==> src/rtl/mem_byte_ctl_pkg.sv <==
// Shared constants for the memory access sequencer: op codes, FSM states
// and big-endian byte lane positions.
package mem_byte_ctl_pkg;

    typedef enum logic [1:0] {
        OP_LW  = 2'd0,
        OP_SW  = 2'd1,
        OP_LBU = 2'd2,
        OP_SB  = 2'd3
    } op_e;

    typedef enum logic [1:0] {
        ST_IDLE  = 2'd0,
        ST_READ  = 2'd1,
        ST_WRITE = 2'd2,
        ST_DONE  = 2'd3
    } state_e;

    // Bit position of the least significant bit of each byte offset.
    // Offset 0 is the most significant byte (big-endian).
    localparam int BYTE_LANE_0 = 24;
    localparam int BYTE_LANE_1 = 16;
    localparam int BYTE_LANE_2 = 8;
    localparam int BYTE_LANE_3 = 0;

    localparam int WORD_W = 32;

endpackage

==> src/rtl/mem_byte_ctl_byte_lane_mux.sv <==
// Combinational byte lane helper: extracts the addressed byte from a word
// and builds the word with the addressed byte replaced.
module byte_lane_mux
    import mem_byte_ctl_pkg::*;
(
    input  logic [WORD_W-1:0] word_i,
    input  logic [7:0]        byte_i,
    input  logic [1:0]        off_i,
    output logic [7:0]        byte_o,
    output logic [WORD_W-1:0] word_o
);

    // Insert: physical lane gi (bits gi*8 up) holds byte offset 3-gi.
    generate
        for (genvar gi = 0; gi < 4; gi++) begin : g_lane
            assign word_o[gi*8 +: 8] = (off_i == 2'(3 - gi)) ? byte_i : word_i[gi*8 +: 8];
        end
    endgenerate

    // Extract the byte selected by the offset.
    always_comb begin
        byte_o = word_i[BYTE_LANE_0 +: 8];
        case (off_i)
            2'd0:    byte_o = word_i[BYTE_LANE_0 +: 8];
            2'd1:    byte_o = word_i[BYTE_LANE_1 +: 8];
            2'd2:    byte_o = word_i[BYTE_LANE_2 +: 8];
            default: byte_o = word_i[BYTE_LANE_3 +: 8];
        endcase
    end

endmodule

==> src/rtl/mem_byte_ctl.sv <==
// Multi-cycle LW/SW/LBU/SB sequencer between the CPU memory stage and a
// word-wide bus. Byte stores are read-modify-write; the CPU is stalled
// while a bus access is in flight.
module mem_byte_ctl
    import mem_byte_ctl_pkg::*;
#(
    parameter int unsigned TIMEOUT = 255
)(
    input  logic        clk,
    input  logic        rst,
    input  logic        req,
    input  logic [1:0]  op,
    input  logic [31:0] addr,
    input  logic [1:0]  lbu_byte,
    input  logic [31:0] wdata,
    output logic [31:0] rdata,
    output logic        done,
    output logic        err,
    output logic        stall,
    output logic        mem_req,
    output logic        mem_we,
    output logic [31:0] mem_addr,
    output logic [31:0] mem_wdata,
    input  logic [31:0] mem_rdata,
    input  logic        mem_ack
);

    state_e      state_q;
    op_e         op_q;
    logic [1:0]  off_q;
    logic        mis_q;
    logic [31:0] wdata_q;
    logic [31:0] cnt_q;
    logic [31:0] rdata_q;
    logic        err_q;
    logic [31:0] mem_addr_q;
    logic [31:0] mem_wdata_q;

    logic [7:0]  lane_byte;
    logic [31:0] merged_word;
    logic        timeout_hit;

    // Lane logic works directly on the bus data so the merged store word is
    // ready at the moment the read is acknowledged.
    byte_lane_mux u_lane_mux (
        .word_i (mem_rdata),
        .byte_i (wdata_q[7:0]),
        .off_i  (off_q),
        .byte_o (lane_byte),
        .word_o (merged_word)
    );

    // A zero TIMEOUT never fires; otherwise the last allowed wait cycle is TIMEOUT-1.
    assign timeout_hit = (TIMEOUT != 0) && (cnt_q == 32'(TIMEOUT - 1));

    // Sequencer FSM with registered data outputs and wait counter.
    always_ff @(posedge clk or posedge rst) begin
        if (rst) begin
            state_q     <= ST_IDLE;
            op_q        <= OP_LW;
            off_q       <= 2'd0;
            mis_q       <= 1'b0;
            wdata_q     <= '0;
            cnt_q       <= '0;
            rdata_q     <= '0;
            err_q       <= 1'b0;
            mem_addr_q  <= '0;
            mem_wdata_q <= '0;
        end else begin
            err_q <= 1'b0;
            case (state_q)
                ST_IDLE: begin
                    cnt_q <= '0;
                    if (req) begin
                        op_q        <= op_e'(op);
                        off_q       <= lbu_byte;
                        mis_q       <= (op_e'(op) == OP_LW || op_e'(op) == OP_SW) && (addr[1:0] != 2'd0);
                        wdata_q     <= wdata;
                        mem_addr_q  <= {addr[31:2], 2'b00};
                        mem_wdata_q <= wdata;
                        state_q     <= (op_e'(op) == OP_SW) ? ST_WRITE : ST_READ;
                    end
                end
                ST_READ: begin
                    if (mem_ack) begin
                        cnt_q <= '0;
                        case (op_q)
                            OP_LW: begin
                                rdata_q <= mem_rdata;
                                err_q   <= mis_q;
                                state_q <= ST_DONE;
                            end
                            OP_LBU: begin
                                rdata_q <= {24'b0, lane_byte};
                                state_q <= ST_DONE;
                            end
                            OP_SB: begin
                                mem_wdata_q <= merged_word;
                                state_q     <= ST_WRITE;
                            end
                            default: begin
                                rdata_q <= '0;
                                state_q <= ST_DONE;
                            end
                        endcase
                    end else if (timeout_hit) begin
                        cnt_q   <= '0;
                        rdata_q <= '0;
                        err_q   <= 1'b1;
                        state_q <= ST_DONE;
                    end else begin
                        cnt_q <= cnt_q + 32'd1;
                    end
                end
                ST_WRITE: begin
                    if (mem_ack) begin
                        cnt_q   <= '0;
                        rdata_q <= '0;
                        err_q   <= mis_q;
                        state_q <= ST_DONE;
                    end else if (timeout_hit) begin
                        cnt_q   <= '0;
                        rdata_q <= '0;
                        err_q   <= 1'b1;
                        state_q <= ST_DONE;
                    end else begin
                        cnt_q <= cnt_q + 32'd1;
                    end
                end
                default: begin
                    cnt_q   <= '0;
                    state_q <= ST_IDLE;
                end
            endcase
        end
    end

    assign mem_req   = (state_q == ST_READ) || (state_q == ST_WRITE);
    assign mem_we    = (state_q == ST_WRITE);
    assign done      = (state_q == ST_DONE);
    assign err       = err_q;
    assign rdata     = rdata_q;
    assign mem_addr  = mem_addr_q;
    assign mem_wdata = mem_wdata_q;
    assign stall     = mem_req || ((state_q == ST_IDLE) && req);

endmodule

==> config.mk <==
export PLATFORM = sky130hd
export DESIGN_NAME = mem_byte_ctl
export DESIGN_NICKNAME = d
export VERILOG_FILES = /design/src/rtl/mem_byte_ctl_pkg.sv /design/src/rtl/mem_byte_ctl_byte_lane_mux.sv /design/src/rtl/mem_byte_ctl.sv
export SDC_FILE = /design/constraint.sdc
export NUM_CORES = 1
export LEC_CHECK = 0
export CAP_MARGIN = 40
export CELL_PAD_IN_SITES_DETAIL_PLACEMENT = 1
export CELL_PAD_IN_SITES_GLOBAL_PLACEMENT = 1
export CORE_UTILIZATION = 37
export DETAILED_ROUTE_END_ITERATION = 8
export PLACE_DENSITY_LB_ADDON = 0.1
export SYNTH_ARGS = -nofsm -noshare
export SYNTH_HDL_FRONTEND = slang
export SYNTH_SLANG_ARGS = --single-unit
==> constraint.sdc <==
create_clock -name clk -period 5.9 [get_ports clk]
set_input_delay 1.18 -clock clk [delete_from_list [all_inputs] [get_ports clk]]
set_output_delay 1.18 -clock clk [all_outputs]
set_load 0.01 [all_outputs]
Word level (Yosys, flattened, before mapping)
Cells that the tools add are included.
{"block": "totals", "regBits": 142, "wordCells": 70}
{"block": "op_classes", "n_addsub": 1, "muxes": 29, "n_eq_ne": 14, "reduce_logical": 16}
{"cell": "two-way mux 32 bit", "n": 9}
{"cell": "case mux 32 bit (2 select lines)", "n": 2}
{"cell": "case mux 32 bit (3 select lines)", "n": 1}
{"cell": "adder 32 x 1 -> 32 bit (second input constant)", "n": 1}
{"cell": "== test 32 x 8 -> 1 bit (second input constant)", "n": 1}
{"cell": "two-way mux 8 bit", "n": 4}
{"cell": "case mux 8 bit (3 select lines)", "n": 1}
{"cell": "== test 2 bit (second input constant)", "n": 6}
{"cell": "two-way mux 2 bit", "n": 5}
{"cell": "logical NOT 2 bit", "n": 4}
{"cell": "== test 2 x 1 -> 1 bit (second input constant)", "n": 3}
{"cell": "case mux 2 bit (3 select lines)", "n": 1}
{"cell": "nonzero test 2 bit", "n": 3}
{"cell": "two-way mux 1 bit", "n": 5}
{"cell": "!= test 2 bit (second input constant)", "n": 2}
{"cell": "AND reduction 2 bit", "n": 2}
{"cell": "AND reduction 4 bit", "n": 1}
{"cell": "logical OR 1 bit", "n": 3}
{"cell": "!= test 3 bit (second input constant)", "n": 1}
{"cell": "logical AND 1 bit", "n": 2}
{"cell": "!= test 2 x 1 -> 1 bit (second input constant)", "n": 1}
{"cell": "case mux 1 bit (2 select lines)", "n": 1}
{"cell": "OR reduction 2 bit", "n": 1}

Longest topological paths before layout
{"block": "logic_depth", "depth_word": 5, "ltp_mapped": 10, "depth_no_buf": 6}

By module
Synthesis repeated with hierarchy kept, for this count alone.
{"block": "hier_totals", "cells_unflattened": 649, "area_unflattened_um2": 7262.0}
{"mod": "mem_byte_ctl", "n_inst": 1, "area_each_um2": 6621.4, "cells_each": 601}
{"mod": "byte_lane_mux", "n_inst": 1, "area_each_um2": 640.6, "cells_each": 48}

Worst setup path before layout
OpenSTA, ideal clock, no wires.
{"block": "synth_timing", "kind": "input-to-output", "startpoint": "input port req", "endpoint": "output port stall", "path_stages": 3, "t_required_ps": 4720, "arrival_time_ps": 1868, "path_buffers": 1, "path_slack_ps": 2852, "cell_sequence": "nand2_1 > clkbuf_1 > nand2b_1"}
{"block": "synth_between", "elab_chain_cells": 2}
{"element": "start: declaration", "line_no": "mem_byte_ctl.sv:11", "rtl": "input logic req,"}
{"element": "logical AND 1 bit", "line_no": "mem_byte_ctl.sv:145", "rtl": "assign stall = mem_req || ((state_q == ST_IDLE) && req);"}
{"element": "logical OR 1 bit", "line_no": "mem_byte_ctl.sv:145"}
{"element": "end: declaration", "line_no": "mem_byte_ctl.sv:19", "rtl": "output logic stall,"}
Every way passes these cells.

Worst setup path after layout
Same ends and word-level chain as after synthesis.

==> impl_table.tex <==
\begin{tabular}{lr}
\hline
Metric & Value \\
\hline
\multicolumn{2}{l}{\textbf{Clock network}} \\
\quad Reg clk slew, reported paths & roughly 60 ps \\
\quad Clock buffer count from CTS & 17 \\
\quad TritonCTS clock tree & done \\
\quad Clock Path Buffers & 2 \\
\quad Clock net sink count & 142 \\
\quad Buffer count from post-CTS setup fixing & 0 \\
\quad CTS Hold Bufs & 0 \\
\quad Number of H-tree branching levels & 4 \\
\quad Clock Root Buffer & sky130\_fd\_sc\_hd\_\_clkbuf\_16 \\
\quad Source-to-sink clock delay at the later pin of the worst-skew pair & between 400 and 500 ps \\
\quad \# resized after CTS & 0 \\
\multicolumn{2}{l}{\textbf{Drt}} \\
\quad Iteration-0 DRC Markers & between 200 and 300 \\
\quad Post-detailed-route count of antenna-violating nets & 0 \\
\quad DRC Markers & 0 \\
\quad Via density per instance & between 5 and 6 \\
\quad Via count & a little over 6000 \\
\quad Detailed Route WL & approximately 23000 µm \\
\quad Final routed wire length divided by cell count & 20.33 µm \\
\quad Number of search-and-repair iterations in the first detailed-routing pass & 4 \\
\multicolumn{2}{l}{\textbf{Floorplan}} \\
\quad Number of placed I/O pins & about 210 \\
\quad Core region area & between 15000 and 20000 µm² \\
\quad Floorplan die area & a little under 20000 µm² \\
\quad Rows & 50 \\
\quad Y dimension of the die & $\sim$140 µm \\
\quad Horizontal die dimension & about 140 µm \\
\quad Initial cell density of the core & 0.3792 \\
\multicolumn{2}{l}{\textbf{Timing}} \\
\quad Actual transition at the worst max-transition pin & 903.9 ps \\
\quad Number of setup violations in the final report & 0 \\
\quad Max Freq & 281.3 MHz \\
\quad Worst slew slack as a fraction of its limit & 0.3961 \\
\quad Worst Clk Skew & between 8 and 9 ps \\
\quad Final setup slack of the worst path & 2345 ps \\
\quad Final worst-path cycle share & 0.6025 \\
\quad Final period demand of the worst path & $\sim$3600 ps \\
\quad Final hold violation count & 0 \\
\quad Number of pins exceeding their max-slew limit in the final report & 0 \\
\quad Fin Setup TNS & 0 ps \\
\quad Unrepaired setup endpoints after global routing & false \\
\multicolumn{2}{l}{\textbf{Logic synthesis}} \\
\quad Top flip-flop cell by instance count after synthesis & sky130\_fd\_sc\_hd\_\_dfrtp\_1 \\
\quad Mapped Avg Cell Area & 10.47 µm² \\
\quad Most area-hungry cell type in the Yosys netlist & sky130\_fd\_sc\_hd\_\_dfrtp\_1 \\
\quad Post-synthesis instance total & 682 \\
\quad Number of register bits inferred by synthesis & 142 \\
\quad Top cells by instance count after synthesis & sky130\_fd\_sc\_hd\_\_dfrtp\_1, sky130\_fd\_sc\_hd\_\_nor2\_1, sky130\_fd\_sc\_hd\_\_mux2\_2 \\
\quad Async SR Flop Fraction & 1.000 \\
\quad Number of enable-type register cells in the synthesized netlist & 0 \\
\quad Area fraction of the dominant cell type after synthesis & 0.4976 \\
\quad Number of unique standard cell types used by synthesis & 56 \\
\quad Part of the Yosys area used for sequential elements & 0.4976 \\
\quad Top cells by area in the synthesized netlist & sky130\_fd\_sc\_hd\_\_dfrtp\_1, sky130\_fd\_sc\_hd\_\_mux2\_2, sky130\_fd\_sc\_hd\_\_mux2i\_1, sky130\_fd\_sc\_hd\_\_a21o\_1, sky130\_fd\_sc\_hd\_\_a21oi\_1 \\
\quad Most used standard cell by instance count after synthesis & sky130\_fd\_sc\_hd\_\_dfrtp\_1 \\
\quad Synthesized cell area & between 7000 and 8000 µm² \\
\quad Number of warnings reported in the yosys synthesis log & 0 \\
\multicolumn{2}{l}{\textbf{Critical path}} \\
\quad Required arrival time at the worst endpoint & between 4000 and 5000 ps \\
\quad Arrival time at the worst endpoint & about 2400 ps \\
\quad Capture point of the worst reg-to-reg path & mem\_wdata[29] \\
\quad Path type of the worst setup path & input port to primary output \\
\quad Peak fanout along the critical path & 2 \\
\quad Flop-to-flop setup slack & roughly 3200 ps \\
\quad Nature of the critical path startpoint & input port \\
\quad Origin of the critical flop-to-flop path & state\_q[1] \\
\quad CP endpoint kind & primary output \\
\quad Worst-case reg-to-reg path depth & 8 \\
\multicolumn{2}{l}{\textbf{Placement}} \\
\quad Area post-placement & 9353 µm² \\
\quad Cell total after placement & between 1000 and 1500 \\
\quad DP Wirelength & between 15000 and 20000 µm \\
\quad Gpl congestion & roughly 0.84 \\
\quad Port-buffer cells & $\sim$200 \\
\quad Setup slack after placement & 2355 ps \\
\multicolumn{2}{l}{\textbf{GRT}} \\
\quad Total congestion overflow after global routing & 0 \\
\quad Initial antenna violation count & 1 \\
\quad GRT Util Overall & 0.2392 \\
\quad First-pass GRT wire length & about 37000 µm \\
\quad Maximum number of pins on one net before global-route repair & 71 \\
\quad Via count of the first global-routing pass & between 6000 and 7000 \\
\multicolumn{2}{l}{\textbf{Final layout}} \\
\quad Non-filler instance count after layout & between 1000 and 1500 \\
\quad Synthesis-to-finish area growth & 39.23\% \\
\quad Fill cell total of the finished layout & 2017 \\
\quad Share of cells above drive strength 1 & 0.1163 \\
\quad Area occupied by multi-input gates & around 3200 µm² \\
\quad Area of all sequential standard cells & 3553 µm² \\
\quad Area of all placed cells without fillers & 9942 µm² \\
\quad Post-layout net count & approximately 1000 \\
\quad Number of diodes added for antenna fixing & 0 \\
\multicolumn{2}{l}{\textbf{Power and ir drop}} \\
\quad Worst ir drop on vdd & approximately 250 µV \\
\quad Lkg Pwr & approximately 4.2 nW \\
\quad Total power of the final layout & 5.253 mW \\
\quad P per Cell Area & 528.3 nW/µm² \\
\multicolumn{2}{l}{\textbf{Outcome}} \\
\quad Outcome & completed \\
\multicolumn{2}{l}{\textbf{Flow run}} \\
\quad \# Max-Cap Violations & 0 \\
\multicolumn{2}{l}{\textbf{Worst hold path}} \\
\quad Worst min-delay path class & flip-flop to flip-flop \\
\quad End point of the most critical hold path & mis\_q \\
\quad Hold Path Stages & 2 \\
\quad Startpoint of the most critical hold path & mis\_q \\
\hline
\end{tabular}
[logic make-up after synthesis]
family	count (synthesis)	share of synthesized area
compound gates	210	0.1998
xor+xnor	14	0.01717
fa+ha+maj	7	0.01227
buf+inv	85	0.05537
flops	142	0.4976
mux	66	0.09970
other cells	1	0.0005252
simple gates	157	0.1176
[layer usage]
layer | GRT usage | vias to the layer above | wire length [µm]
li1 | - | 2856 | -
met1 | 0.2947 | 3141 | 9816
met2 | 0.4119 | 181 | 11670
met3 | 0.04654 | 27 | 1113
met4 | 0.09611 | 0 | 516
met5 | 0 | - | 0
[worst max path at each step]
stage | start | endpoint | slack [ps] | depth (start not counted)
final | req | stall | 2350 | 4
after global routing | req | stall | 2310 | 4
after CTS | req | stall | 2340 | 4
after detailed placement | req | stall | 2360 | 4
after global placement | req | stall | 2370 | 4
after floorplan | rst | cnt_q[0] | 910 | 1
[critical path, cell delays in order]
cell	delay, ps
sky130_fd_sc_hd__clkdlybuf4s50_1	490
sky130_fd_sc_hd__nand2_2	70
sky130_fd_sc_hd__nand2b_1	90
sky130_fd_sc_hd__clkdlybuf4s50_1	540
[per-stage QoR]
stage          utilization  hold WS (ps)
2_1_floorplan            -         443.2
3_3_place_gp        0.4948         457.9
3_5_place_dp        0.4967         465.7
4_1_cts             0.5280         480.2
5_1_grt             0.5280         498.8
6_report            0.5280         474.5
[where the power goes]
part           total (mW)  switching [mW]  internal, mW
logic                2.47            1.19          1.28
clock network        1.07           0.443         0.631
registers            1.71           0.339          1.37
total                5.25            1.98          3.28
[area by class of cell]
type,instances,area share
Inverter,33,0.01296
Multi-Input combinational cell,456,0.3232
Tap cell,260,0.03272
Clock inverter,14,0.01611
Sequential cell,142,0.3574
Timing Repair Buffer,214,0.2144
Clock buffer,18,0.04317
[state kept, by name (all words and copies together), names as in the netlist, 2 cells and up]
name and cells:
cnt_q 32, mem_addr 30, mem_wdata 32, off_q 2, op_q 2, rdata 32
state_q 2, wdata_q 8
[cell usage in the layout (no fill, tap or decap), drive strengths merged, types with 5 or more instances in the layout]
master,instances
or3,6
and3,5
a311oi,17
a2bb2oi,7
clkbuf,18
and4,6
or4,10
xor2,12
mux2i,25
dfrtp,142
o31ai,11
a211oi,16
nand2,30
o21a,8
nand4,14
nor2b,5
nand3,16
o21ai,45
a21o,32
clkdlybuf4s50,202
buf,12
a21oi,41
mux2,41
clkinv,5
ha,7
inv,37
a22oi,24
nor2,50
Power figures use the tool's default switching activity.
